**src/rtl/uart_cmd_ctrl.sv**
```systemverilog
// uart_cmd_ctrl: sequences the UART receiver and frames its bytes into fixed-length
// commands (header + payload [+ checksum]) with a cmd_rdy/clr_cmd_rdy handshake.
// Build option: define UART_CMD_CHKSUM_EN to require a trailing checksum byte whose
// mod-256 sum with the payload is zero; undefined, frames are header + payload only.
module uart_cmd_ctrl #(
  parameter int unsigned PAYLOAD_BYTES = 2,
  parameter logic [7:0]  HDR_BYTE      = 8'hA5,
  parameter int unsigned TIMEOUT_CLKS  = 52083
) (
  input  logic                       clk,
  input  logic                       rst_n,
  input  logic                       rdy,
  input  logic [7:0]                 rx_data,
  output logic                       clr_rdy,
  input  logic                       clr_cmd_rdy,
  output logic [8*PAYLOAD_BYTES-1:0] cmd,
  output logic                       cmd_rdy,
  output logic                       frame_err,
  output logic                       overrun
);

  localparam int unsigned CmdW   = 8 * PAYLOAD_BYTES;
  localparam int unsigned CntW   = (PAYLOAD_BYTES > 1) ? $clog2(PAYLOAD_BYTES) : 1;
  localparam int unsigned TimerW = $clog2(TIMEOUT_CLKS + 1);

  localparam logic [CntW-1:0]   LastCnt   = CntW'(PAYLOAD_BYTES - 1);
  localparam logic [TimerW-1:0] TimerLast = TimerW'(TIMEOUT_CLKS - 1);
  localparam logic [TimerW-1:0] TimerMax  = TimerW'(TIMEOUT_CLKS);

  typedef enum logic [1:0] {
    StIdle,
    StPayload,
`ifdef UART_CMD_CHKSUM_EN
    StChk,
`endif
    StCommit
  } state_e;

  state_e            state_q;
  logic [CntW-1:0]   cnt_q;
  logic [TimerW-1:0] timer_q;
  logic [CmdW-1:0]   asm_q;
`ifdef UART_CMD_CHKSUM_EN
  logic [7:0]        acc_q;
  logic [7:0]        chk_sum;
`endif

  logic              timer_hit;
  logic [TimerW-1:0] timer_inc;
  logic [CmdW-1:0]   asm_shift;

  // Every byte offered by the receiver is consumed the same cycle, whatever the state.
  assign clr_rdy = rdy;

  // Timer expiry detection, saturating increment and the payload shift-in value.
  always_comb begin
    timer_hit = (timer_q >= TimerLast);
    timer_inc = (timer_q == TimerMax) ? timer_q : timer_q + TimerW'(1);
    asm_shift = (asm_q << 8) | CmdW'(rx_data);
`ifdef UART_CMD_CHKSUM_EN
    // 8-bit add: the carry out is dropped so the check is mod 256.
    chk_sum   = acc_q + rx_data;
`endif
  end

  // Frame sequencer with registered command, handshake and error pulses.
  always_ff @(posedge clk or negedge rst_n) begin
    if (!rst_n) begin
      state_q   <= StIdle;
      cnt_q     <= '0;
      timer_q   <= '0;
      asm_q     <= '0;
`ifdef UART_CMD_CHKSUM_EN
      acc_q     <= '0;
`endif
      cmd       <= '0;
      cmd_rdy   <= 1'b0;
      frame_err <= 1'b0;
      overrun   <= 1'b0;
    end else begin
      frame_err <= 1'b0;
      overrun   <= 1'b0;
      // A set in StCommit below overrides this clear.
      if (clr_cmd_rdy) begin
        cmd_rdy <= 1'b0;
      end

      case (state_q)
        StIdle: begin
          // Non-header bytes are dropped; only the header opens a frame.
          if (rdy && (rx_data == HDR_BYTE)) begin
            state_q <= StPayload;
            cnt_q   <= '0;
            timer_q <= '0;
`ifdef UART_CMD_CHKSUM_EN
            acc_q   <= '0;
`endif
          end
        end

        StPayload: begin
          // A header value here is payload data, never a resync.
          if (rdy) begin
            asm_q   <= asm_shift;
            cnt_q   <= cnt_q + CntW'(1);
            timer_q <= '0;
`ifdef UART_CMD_CHKSUM_EN
            acc_q   <= chk_sum;
            if (cnt_q == LastCnt) begin
              state_q <= StChk;
            end
`else
            if (cnt_q == LastCnt) begin
              state_q <= StCommit;
            end
`endif
          end else if (timer_hit) begin
            frame_err <= 1'b1;
            timer_q   <= '0;
            state_q   <= StIdle;
          end else begin
            timer_q <= timer_inc;
          end
        end

`ifdef UART_CMD_CHKSUM_EN
        StChk: begin
          if (rdy) begin
            timer_q <= '0;
            if (chk_sum == 8'h00) begin
              state_q <= StCommit;
            end else begin
              frame_err <= 1'b1;
              state_q   <= StIdle;
            end
          end else if (timer_hit) begin
            frame_err <= 1'b1;
            timer_q   <= '0;
            state_q   <= StIdle;
          end else begin
            timer_q <= timer_inc;
          end
        end
`endif

        StCommit: begin
          // A byte arriving on this single cycle is consumed and dropped.
          cmd     <= asm_q;
          cmd_rdy <= 1'b1;
          overrun <= cmd_rdy && !clr_cmd_rdy;
          state_q <= StIdle;
        end

        default: begin
          state_q <= StIdle;
        end
      endcase
    end
  end

endmodule

```
**config.mk**
```make
export PLATFORM = sky130hd
export DESIGN_NAME = uart_cmd_ctrl
export DESIGN_NICKNAME = d
export VERILOG_FILES = /design/src/rtl/uart_cmd_ctrl.sv
export SDC_FILE = /design/constraint.sdc
export NUM_CORES = 1
export LEC_CHECK = 0
export ABC_CLOCK_PERIOD_IN_PS = 3000
export CAP_MARGIN = 10
export CORE_ASPECT_RATIO = 0.75
export CORE_MARGIN = 2
export CORE_UTILIZATION = 23
export DETAILED_ROUTE_END_ITERATION = 12
export GPL_ROUTABILITY_DRIVEN = 0
export MAX_ROUTING_LAYER = met4
export PLACE_DENSITY = 0.46
export SYNTH_ARGS = -nofsm -noshare
export SYNTH_HDL_FRONTEND = slang
export SYNTH_SLANG_ARGS = --single-unit
```
**constraint.sdc**
```tcl
create_clock -name clk -period 3 [get_ports clk]
set_input_delay 0.45 -clock clk [delete_from_list [all_inputs] [get_ports clk]]
set_output_delay 0.45 -clock clk [all_outputs]
set_load 0.1 [all_outputs]
```
==> impl.org, run 1 <==
** Outcome
- The flow ran to the end, and the final reports show no timing, DRC or antenna violations.

** Yosys
- In the synthesized netlist, the number of instances is 214.
- Predominant post-synthesis flop cell :: dfrtp_1
- After synthesis, the share of flip-flops with an asynchronous set or reset is 100%.
- Cell variety after synth :: 54
- The mapped netlist covers 2630 um2.
- Number of enable flip-flop cells after synthesis :: 0
- When the netlist entered floorplanning its net count stood at 228.
- Number of warnings issued by yosys :: 0
- Proportion of synthesized chip area in sequential cells :: 51.5%
- Number of register bits inferred by synthesis :: 54
- Syn Area/Cell :: 12.3 um2

** Worst setup path
- The critical path starts at timer_q[0].
- Critical Path End Type :: flip-flop
- The critical path in this run is classified as flip-flop to flip-flop.
- The worst setup path is launched from a flip-flop.
- Required time at the worst-slack endpoint :: 3.19 ns
- The worst register-to-register path begins at timer_q[0].
- Maximum net fanout on the critical path :: 11
- Arr. time, crit path :: 2.55 ns

** Cells and area
- # diodes :: 0
- With fillers left out, the area of the finished cells amounts to 3230 um2.
- Layout Area Growth over Synthesis :: 23.1%
- Share of post-route cells with drive strength above 1 :: 33.1%
- Final-stage net count :: 261

** Pwr
- The share of total power dissipated in the clock network is 21.9%.
- Switching share of power :: 44.4%
- Combinational fraction of design power :: 45.7%
- Max rail drop VDD :: 0.558 mV
- In this run the power spent charging and discharging nets is 1.55 mW.
- Summed over all cells, the static leakage comes to 1.34 nW.
- Power density of the placed cells :: 1080 nW/um2
- Proportion of power drawn by flip-flops and latches :: 32.4%
- The internal power of the cells totals 1.94 mW.

** STA
- Part of the cycle the worst path needs :: 78.7%
- The number of pins with negative max-slew slack in the final report is 0.
- Post-Route Setup TNS :: 0 ns
- At the pin with the least slew margin, the transition time is 0.918 ns.
- Static timing analysis puts the maximum clock frequency at 424 MHz.
- Setup repair after global routing left no endpoint under its margin.
- Setup violations remaining at the end of the flow were counted as 0.
- Across the routed clock network, the largest skew measured is 0.00364 ns.
- Normalized max-slew margin :: 38.8%
- The smallest clock period supported by the final layout is computed as 2.36 ns.
- The final hold violation count was 0.

** Worst hold path
- In this run the worst hold path is classified as input port to asynchronous set/reset pin.

** Floorplan
- From bottom edge to top edge, the die measures 96.5 um.
- # IOs :: 32
- Initial core utilization :: 23.8%
- Rows :: 33
- The floorplan step set the die width to 127 um.
- The region available for standard cell placement spans 11000 um2.
- The floorplan step defined a die boundary enclosing 12300 um2.

** Placement
- Summed over all nets, the half-perimeter wirelength after detailed placement is 4210 um.
- After detailed placement, the total cell area comes to 3020 um2.
- During placement, the flow inserted port buffers numbering 31.

** GRT
- Global routing finished with a remaining overflow of 0.
- GRT Util Overall :: 10.7%
- Initial antenna violation count :: 0
- Global-route wire length before repair :: 9940 um
- The number of global-route vias before repair is 1772.
- Entering global routing, the biggest net connects 50 pins.

** Routing
- For this run, design rule violations remaining after detail routing come to 0.
- The first TritonRoute pass finished after 4 iterations.
- Post-detailed-routing wire length :: 5850 um
- Total vias in the final route :: 1779
- Via density per instance :: 4.59
- In this run, the number of DRC markers left after iteration 0 of detailed routing was 50.
- Dividing the detail-routed wire length by the instance count gives 15.1 um.
- The count of nets left with antenna violations once routing finished came out at 0.

** CTS
- Clk_lat worst skew :: 0.29 ns
- Post-CTS Repair Setup Buffers :: 0
- Clock tree synthesis found a total of 54 sinks.
- Clock transition at the registers of the reported paths :: 0.07 ns
- Counting along the longest clock path gives a buffer depth of 2.
- H-tree levels :: 2
- In this run, CTS created clock tree buffers numbering 5.
- Clock Tree Root :: clkbuf_16
- CTS tree :: built

** Flow run
- The tool flagged a number of max-cap violations equal to 0.
-- cells in the mapped netlist, drive strengths merged, types with 2 or more instances --
cell | instances | area [um2]
nor4b | 2 | 47.6
or3 | 4 | 30.0
mux2 | 31 | 349
o21ai | 12 | 71.3
dfrtp | 54 | 1350
nand3b | 3 | 26.3
a21o | 2 | 16.3
nand2 | 13 | 48.8
a211o | 2 | 17.5
nor4 | 4 | 46.3
nand3 | 7 | 45.0
nand2b | 5 | 31.3
a211oi | 4 | 35.0
ha | 2 | 25.0
o31ai | 5 | 47.5
a31oi | 3 | 18.8
o41ai | 2 | 25.0
o221ai | 3 | 26.3
nor2 | 11 | 41.3
nand4 | 4 | 25.0
nor3 | 2 | 10.0
inv | 7 | 26.3
a21oi | 3 | 26.3
or2 | 2 | 12.5
clkbuf | 3 | 11.3
o2bb2ai | 5 | 43.8
buf | 7 | 51.3
-- kinds of logic after synthesis --
family | synth area share (%)
AO/OA/AOI/OAI | 15.3
adder cells (fa/ha/maj) | 0.953
AND/OR/NAND/NOR | 15.5
flip-flops | 51.5
buffers and inverters | 3.38
multiplexers | 13.3
-- power groups by stage --
stage                     Combinational [mW]  Sequential, mW  Clock [mW]
after global routing                    1.68            1.17       0.813
final                                   1.59            1.13       0.762
after CTS                               1.61            1.13       0.783
after floorplan                        0.512            1.87           0
after detailed placement                1.60            1.15           0
after global placement                  1.60            1.14           0
-- critical path, cell delays in order (launching register included) --
cell,delay [ns]
dfrtp_1,0.44
inv_1,0.07
ha_1,0.20
nor4_2,0.29
o21bai_2,0.20
a21oi_4,0.30
nand3b_2,0.35
o41ai_1,0.40
-- layer usage --
metal / vias up / routed length (um) / global-route usage (%)
li1: 872 / - / -
met5: - / 0 / -
met3: 7 / 166 / 2.31
met1: 872 / 3370 / 16.5
met2: 28 / 2240 / 13.5
met4: 0 / 78 / 3.57
-- state kept, by name (all words and copies together), names as in the netlist --
name       cells
cnt_q          1
overrun        1
frame_err      1
cmd           16
cmd_rdy        1
state_q        2
timer_q       16
asm_q         16
-- layout by cell type, fill, tap and decap left out, types with 4 or more instances in the layout --
cell,Yosys,final
o21ai_0,6,6
nand2_1,13,13
inv_1,7,7
nand4_1,4,4
nand3_1,5,5
clkbuf_16,0,5
o21ai_1,5,5
dfrtp_1,54,54
clkdlybuf4s50_1,0,10
nand2b_1,5,5
o2bb2ai_1,5,5
mux2_2,31,31
nor2_1,11,11
buf_4,2,24
-- cell type report --
class	instances	area, um2
tap	140	175
clock buffer	6	139
sequential	54	1350
fill	1135	7790
inverter	7	26.3
clock inverter	2	60.1
timing repair buffer	36	295
multi-input combinational	143	1180
-- per-stage QoR --
stage                     std cells  power, mW  setup slack (ns)  utilization [%]  hold slack [ns]
after global routing            388       3.66             0.364             29.3            0.513
after global placement          379       2.74             0.494             27.4            0.277
after CTS                       388       3.52             0.637             29.3            0.498
after detailed placement        379       2.75             0.395             27.4            0.276
final                           388       3.49             0.640             29.3            0.498
after floorplan                 214       2.38              1.13                -            0.154
-- path summary, 6_finish.rpt --
path                              end  slack, ns  cells past startpoint
max                        timer_q[6]       0.64                      7
min                            cmd[8]       0.50                      2
max reg2reg                timer_q[6]       0.64                      7
min reg2reg                   cmd[10]       0.50                      1
max in group asynchronous    asm_q[2]       1.67                      3
min in group clk              cmd[10]       0.50                      1
-- what timing repair did --
item,in CTS,in global routing
gates resized for setup,0,0
hold buffers,1,0
hold endpoints to repair,5,0
No activity file was read; power rests on OpenSTA's default activity.
==> run 2: changes to the inputs <==
- ABC_CLOCK_PERIOD_IN_PS: 3000 -> 2500
- clock period: 3 -> 2.5 ns (I/O delays scaled with it)
==> run 2 against run 1 <==
Clock skew barely moved; via count rose by 3.0%; critical path type unchanged; highest routed layer unchanged; hold slack got worse by 0.36 ns; global-route usage rose by 0.17 points; maximum frequency rose by 10%; non-clock buffer count rose by 8; sequential share of layout area fell by 0.67 points; final area rose by 1.6%; die area did not move; combinational power rose by 25%.
==> impl.org, run 2 (synthesis gave the netlist of run 1 again) <==
** Outcome
- Result of the run :: finished, final reports clean

** Worst setup path
- Capture point of the critical path :: timer_q[0]
- Critical Path End Type :: flip-flop
- On the critical path, the stage with the largest delay is an instance of dfrtp_1.
- Critical Path Source :: timer_q[0]
- Counting buffers and inverters, the worst setup path is 8 cells deep.
- Reg2Reg Launch Point :: timer_q[0]
- STA puts the critical path data required time at 2.67 ns.
- Ordered list of cells on the worst path :: inv_1, ha_1, nor4_2, nand3b_1, or3_4, nand3b_2, buf_4, o21ai_1
- Buf+Inv Stages, Crit Path :: 2
- The number of cells on the worst reg-to-reg path is 8.
- The critical path is of the flip-flop to flip-flop type.
- STA classifies the critical path startpoint as a flip-flop.
- Arr. time, crit path :: 2.31 ns
- Setup slack, reg-to-reg :: 0.36 ns
- Maximum single-stage delay on the critical path :: 0.43 ns
- In this design, the largest share of critical-path delay is due to simple AND/OR/NAND/NOR gates.
- Maximum net fanout on the critical path :: 6
- Reg-to-Reg End :: timer_q[0]

** Cells and area
- Filler cells :: 1112
- Non-Filler Cell Area, Final :: 3280 um2
- Regs by FF count :: asm_q (16), cmd (16), timer_q (16)
- Summing all multi-input logic gate instances after layout gives 1180 um2.
- Highest-count cells in the layout ignoring fill and taps :: 54 x dfrtp_1, 31 x mux2_2, 31 x buf_4
- Measured on the finished design, the core utilization comes to 29.8%.
- Compared with the post-synthesis result, the final layout area differs by 25.1%.
- The library cell used most frequently in the layout, excluding fill and tap cells, is dfrtp_1.
- Final-stage net count :: 269
- The repair_antennas step left the layout with diodes totalling 0.
- Storage element area :: 1350 um2
- Share of post-route cells with drive strength above 1 :: 35.3%

** CTS
- In this run the number of H-tree levels came out at 2.
- Once the clock tree was built, the setup fixing pass inserted 0 buffers.
- In this run the clock root is driven by a clkbuf_16.
- CTS tree :: built
- Sinks on the clock net :: 54
- Clock transition at the registers of the reported paths :: 0.07 ns
- Post-CTS Hold Buffers :: 0
- CTS max path bufs :: 2
- The later pin in the worst-skew pair is clocked with a latency of 0.29 ns.
- Number of clock buffers inserted by TritonCTS :: 5
- Resized Gates After CTS :: 0

** Pwr
- Summed over all cells, the static leakage comes to 1.38 nW.
- Total power for the finished layout comes to 4.13 mW.
- Power density of the placed cells :: 1260 nW/um2
- The worst-case IR drop observed on VDD is 0.510 mV.

** Worst hold path
- In this run the worst hold path is classified as input port to asynchronous set/reset pin.

** Floorplan
- Initial core utilization :: 23.8%
- During I/O placement, the number of pins put on the boundary was 32.
- After floorplanning, the core was sized to cover 11000 um2.
- The die covers 12300 um2.
- The die is 96.5 um tall.
- Rows :: 33
- Die Span X :: 127 um

** Routing
- Number of iterations in the first detailed-routing pass :: 4
- Final antenna-violating net count :: 0
- In this run, the number of DRC markers left after iteration 0 of detailed routing was 65.
- Total vias in the final route :: 1833
- Via density per instance :: 4.64
- Post-detailed-route DRC marker count :: 0
- Post-detailed-routing wire length :: 6000 um
- After detailed routing, the average wire length per cell comes to 15.2 um.

** GRT
- Total grt overflow :: 0
- The first global-routing pass estimated 10100 um of wire.
- Number of global-route vias before repair :: 1827
- Maximum number of pins on one net before global-route repair :: 32
- Initial antenna violation count :: 0
- GRT Util Overall :: 10.9%

** STA
- For the pin with the worst max-slew slack, the measured transition is 0.717 ns.
- Count of endpoints failing hold in the final timing report :: 0
- The final critical path takes up 85.6% of the cycle.
- Clock skew on the completed layout was measured at 0.00372 ns.
- Post-Route Setup TNS :: 0 ns
- Final Setup Violations :: 0
- Worst setup slack after layout :: 0.360 ns
- The number of pins with negative max-slew slack in the final report is 0.
- RSZ-0062 raised after global routing :: false
- Timing would allow up to 467 MHz.
- The worst pin sits at a relative slew slack of 52.2%.
- The clock period could shrink to 2.14 ns.

** Placement
- Port buffering added 31 buffers.
- Post-DP HPWL :: 4420 um
- Timing analysis after detailed placement gives a worst setup slack of 0.131 ns.
- After detailed placement, the total cell area comes to 3120 um2.

** Flow run
- The tool flagged a number of max-cap violations equal to 0.
## run 2: cell types whose count changed in the layout (fill, tap and decap cells not counted)
cell,change
bufinv_16,-1
buf_12,+2
buf_4,+7
dlygate4sd3_1,-1
## run 2: power breakdown
part / switching (mW) / internal (mW)
registers: 0.187 / 1.17
logic: 1.38 / 0.606
clock network: 0.297 / 0.494
total: 1.86 / 2.27
## run 2: how the worst min path moves through the flow
stage          startpoint         to  slack, ns  depth (start not counted)
3_3_place_gp        rst_n    cmd[15]       0.47                          1
4_1_cts             rst_n  asm_q[15]       0.16                          1
5_1_grt             rst_n     cmd[0]       0.20                          1
3_5_place_dp        rst_n    cmd[15]       0.47                          1
2_1_floorplan       rst_n   asm_q[0]       0.08                          0
6_report            rst_n    cmd[15]       0.14                          1
## run 2: final cells by class
cell class                      instances  share of cell area [%]
Sequential cell                        54                    41.1
Clock inverter                          1                   0.914
Inverter                                7                   0.800
Clock buffer                            6                    4.23
Multi-Input combinational cell        143                    36.1
Tap cell                              140                    5.33
Timing Repair Buffer                   44                    11.5
## run 2: per-stage QoR
step / hold slack [ns] / std cells
3_3_place_gp: 0.471 / 388
3_5_place_dp: 0.472 / 388
5_1_grt: 0.199 / 395
2_1_floorplan: 0.0794 / 214
6_report: 0.135 / 395
4_1_cts: 0.160 / 395
## run 2: per-layer routing
| metal | GRT usage (%) | part of all wire [%] | vias to the layer above |
|---|---|---|---|
| li1 | - | - | 880 |
| met2 | 14.4 | 41 | 30 |
| met4 | 3.30 | 1.1 | 0 |
| met3 | 2.31 | 3.2 | 5 |
| met1 | 16.5 | 55 | 918 |
| met5 | - | 0 | - |
==> run 3: changes to the inputs <==
- ABC_AREA: default -> 1
==> run 3 against run 2 <==
Area after synthesis fell by 1.0%; sequential power fell by 17%; cell count rose by 22%; hold slack got worse by 0.065 ns; critical path depth did not move; largest power group is now registers; final area fell by 2.2%; worst setup slack improved by 0.23 ns; clock skew rose by 0.0050 ns; via count rose by 9.4%; total power fell by 39%; global-route usage fell by 0.39 points.
==> impl.org, run 3 <==
** STA
- Part of the cycle the worst path needs :: 76.6%
- The final hold violation count was 0.
- After routing, the total negative slack on setup checks comes to 0 ns.
- At the pin with the least slew margin, the transition time is 0.649 ns.
- RSZ-0062 raised after global routing :: false
- The number of pins with negative max-slew slack in the final report was 0.
- Measured against its own limit, the worst slew margin works out to 56.6%.
- Derived from the worst setup path, the maximum achievable clock frequency is 522 MHz.
- Skew final :: 0.00870 ns
- Worst setup slack after layout :: 0.585 ns
- Across all hold checks on the routed design, the worst slack comes to 0.0702 ns.
- For the finished layout, the period the worst path requires is 1.91 ns.
- Final Setup Violations :: 0

** Floorplan
- The floorplan step defined a die boundary enclosing 12200 um2.
- CORE AREA :: 11000 um2
- After floorplanning, the core was divided into 33 placement rows.
- Initial core utilization :: 23.7%
- # IOs :: 32
- Die Span X :: 127 um
- The die is 96.1 um tall.

** Yosys
- Yosys mapped the design onto 31 distinct sky130hd cell types.
- The synthesized design contains 0 enable-type register cells.
- Syn Area/Cell :: 8.49 um2
- In the synthesized netlist the dominant register cell turns out to be dfrtp_1.
- The synthesized design devotes to its leading area cell type 52.0% of total area.
- Most frequently used cell type in the post-synthesis netlist :: nand2_1
- The mapped netlist covers 2600 um2.
- Synth top area cells :: dfrtp_1 52%, nand2_1 13%, o21ai_0 5.8%, nor2_1 4.2%, inv_1 4.0%
- Synthesis inferred 54 register bits.
- Share of async-settable or async-resettable flops after synthesis :: 100%
- Gate count after technology mapping :: 306
- Proportion of synthesized chip area in sequential cells :: 52.0%
- The largest total area in the synthesized netlist belongs to dfrtp_1.
- The commonest cells after synthesis are 88 x nand2_1, 54 x dfrtp_1, 30 x o21ai_0.
- The Yosys step of the flow raised 0 warnings.
- Counting every net in the synthesized netlist gives 320.

** Cells and area
- Filler cells :: 1184
- 0 antenna diodes ended up in the layout.
- The sequential cells in the finished layout cover a total of 1350 um2.
- Final-stage net count :: 354
- Regs by FF count :: asm_q (16), cmd (16), timer_q (16)
- Relative to the synthesized area, the layout overhead comes to 23.5%.
- The top cell types in the final layout, fill and taps aside, are 88 x nand2_1, 54 x dfrtp_1, 30 x o21ai_0.
- Of the cells placed in the final design, the portion with a size suffix greater than 1 is 17.3%.
- The library cell used most frequently in the layout, excluding fill and tap cells, is nand2_1.
- Area of the multi-input gates :: 1080 um2

** Routing
- The detailed router used layers up to and including met4.
- Via density per instance :: 4.17
- Metal2 WL :: 2370 um
- After detailed routing, the average wire length per cell comes to 11.9 um.
- The pre-antenna-repair detailed-routing pass consisted of 5 iterations.
- For this run, design rule violations remaining after detail routing come to 0.
- Final antenna-violating net count :: 0
- Post-detailed-routing wire length :: 5720 um
- Detailed-routed wire length on met3 :: 191 um
- Initial detailed-routing violation count :: 114
- Total vias in the final route :: 2006
- After detailed routing, the wire length on met1 is 3090 um.

** Worst hold path
- The min-delay analysis places its worst path in the category input port to asynchronous set/reset pin.

** Placement
- The HPWL after detailed placement is 4160 um.
- The count of buffers added on input and output ports is 31.
- Timing analysis after detailed placement gives a worst setup slack of 0.259 ns.

** Worst setup path
- Data on the critical path is required at its endpoint by 2.67 ns.
- Worst Setup Path Type :: input port to flip-flop
- Arr. time, crit path :: 2.08 ns
- In this run the worst path has a maximum fanout of 22.
- The worst setup path is launched from an input port.
- STA classifies the critical path endpoint as a flip-flop.

** CTS
- CTS max path bufs :: 2
- Clk_lat worst skew :: 0.30 ns
- After clock tree synthesis, the setup repair step added 0 buffers.
- Sinks on the clock net :: 54
- CTS built an H-tree with a depth of 2.
- After clock tree synthesis, the clock-pin slew on the worst setup and hold paths is 0.07 ns.
- The number of clock buffers added by TritonCTS is 5.
- Resized Gates After CTS :: 0
- TritonCTS built the clock tree.
- The cell sitting at the root of the clock tree is a clkbuf_16.
- In this run, post-CTS hold repair placed 0 buffers.

** GRT
- The number of global-route vias before repair is 1893.
- Global-route wire length before repair :: 9780 um
- After global routing the overflow that remains totals 0.
- Initial antenna violation count :: 0
- In the global route stage, overall resource usage came out at 10.5%.
- Entering global routing, the biggest net connects 55 pins.

** Pwr
- For this design the static power due to leakage is 1.45 nW.
- Power density of the placed cells :: 789 nW/um2
- Max rail drop VDD :: 0.456 mV

** Outcome
- The flow ran to the end, and the final reports show no timing, DRC or antenna violations.

** Flow run
- Total of max-cap violations :: 0
## run 3: cell types whose count changed in the layout (fill, tap and decap cells not counted), sizes merged, moves of 5 or more
cell	delta
buf	-8
inv	+24
mux2	-25
nand2	+80
nand2b	-5
nand3	+8
nor2	+21
o21ai	+29
o2bb2ai	-5
o31ai	-5
xor2	+8
## run 3: worst paths after layout
| kind | from | to | slack [ns] | cells after the start |
|---|---|---|---|---|
| max | rdy | timer_q[11] | 0.59 | 8 |
| min | rst_n | cmd[0] | 0.07 | 2 |
| max reg2reg | timer_q[1] | timer_q[12] | 0.62 | 8 |
| min reg2reg | asm_q[15] | asm_q[15] | 0.48 | 2 |
| max in group asynchronous | rst_n | timer_q[5] | 2.19 | 2 |
| min in group clk | asm_q[15] | asm_q[15] | 0.48 | 2 |
## run 3: kinds of logic (layout without fill, tap and decap cells)
kind of cell    Yosys count  count (layout)  synth area share, %
simple gates            150             150                 24.7
mux                       6               6                 2.60
buf+inv                  39              74                 6.40
compound gates           46              46                 10.3
flops                    54              54                 52.0
fa+ha+maj                 2               2                0.963
xor+xnor                  9               9                 3.03
## run 3: final cells by class
class / count / area share [%]
Clock buffer: 5 / 3.90
Inverter: 30 / 3.51
Sequential cell: 54 / 42.1
Timing Repair Buffer: 36 / 9.90
Clock inverter: 3 / 1.48
Tap cell: 140 / 5.46
Multi-Input combinational cell: 213 / 33.7
## run 3: metrics by stage
| step | power [mW] | std cells | utilization, % | area, um2 |
|---|---|---|---|---|
| global placement | 1.75 | 473 | 27.7 | 3040 |
| finish | 2.53 | 481 | 29.2 | 3210 |
| floorplan | 1.58 | 306 | - | 2600 |
| global route | 2.68 | 481 | 29.2 | 3210 |
| detailed placement | 1.76 | 473 | 27.7 | 3040 |
| CTS | 2.58 | 481 | 29.2 | 3210 |
## run 3: power by group
part	total (mW)	internal [mW]	leakage, nW	switching (mW)
registers	1.12	1.05	0.720	0.0749
logic	0.608	0.151	0.645	0.458
clock network	0.801	0.478	0.0844	0.323
## run 3: per-layer routing
metal | track usage [%] | vias up
li1 | - | 1045
met1 | 15.2 | 926
met2 | 14.5 | 29
met3 | 2.45 | 6
met4 | 3.30 | 0
met5 | - | -
## run 3: critical path: stages
cell and delay, ns:
clkdlybuf4s50_1 0.49, inv_2 0.09, nor3_2 0.18, nand3_1 0.18, a21oi_4 0.21, nand2_2 0.31, nand2_1 0.17, o21ai_2 0.06
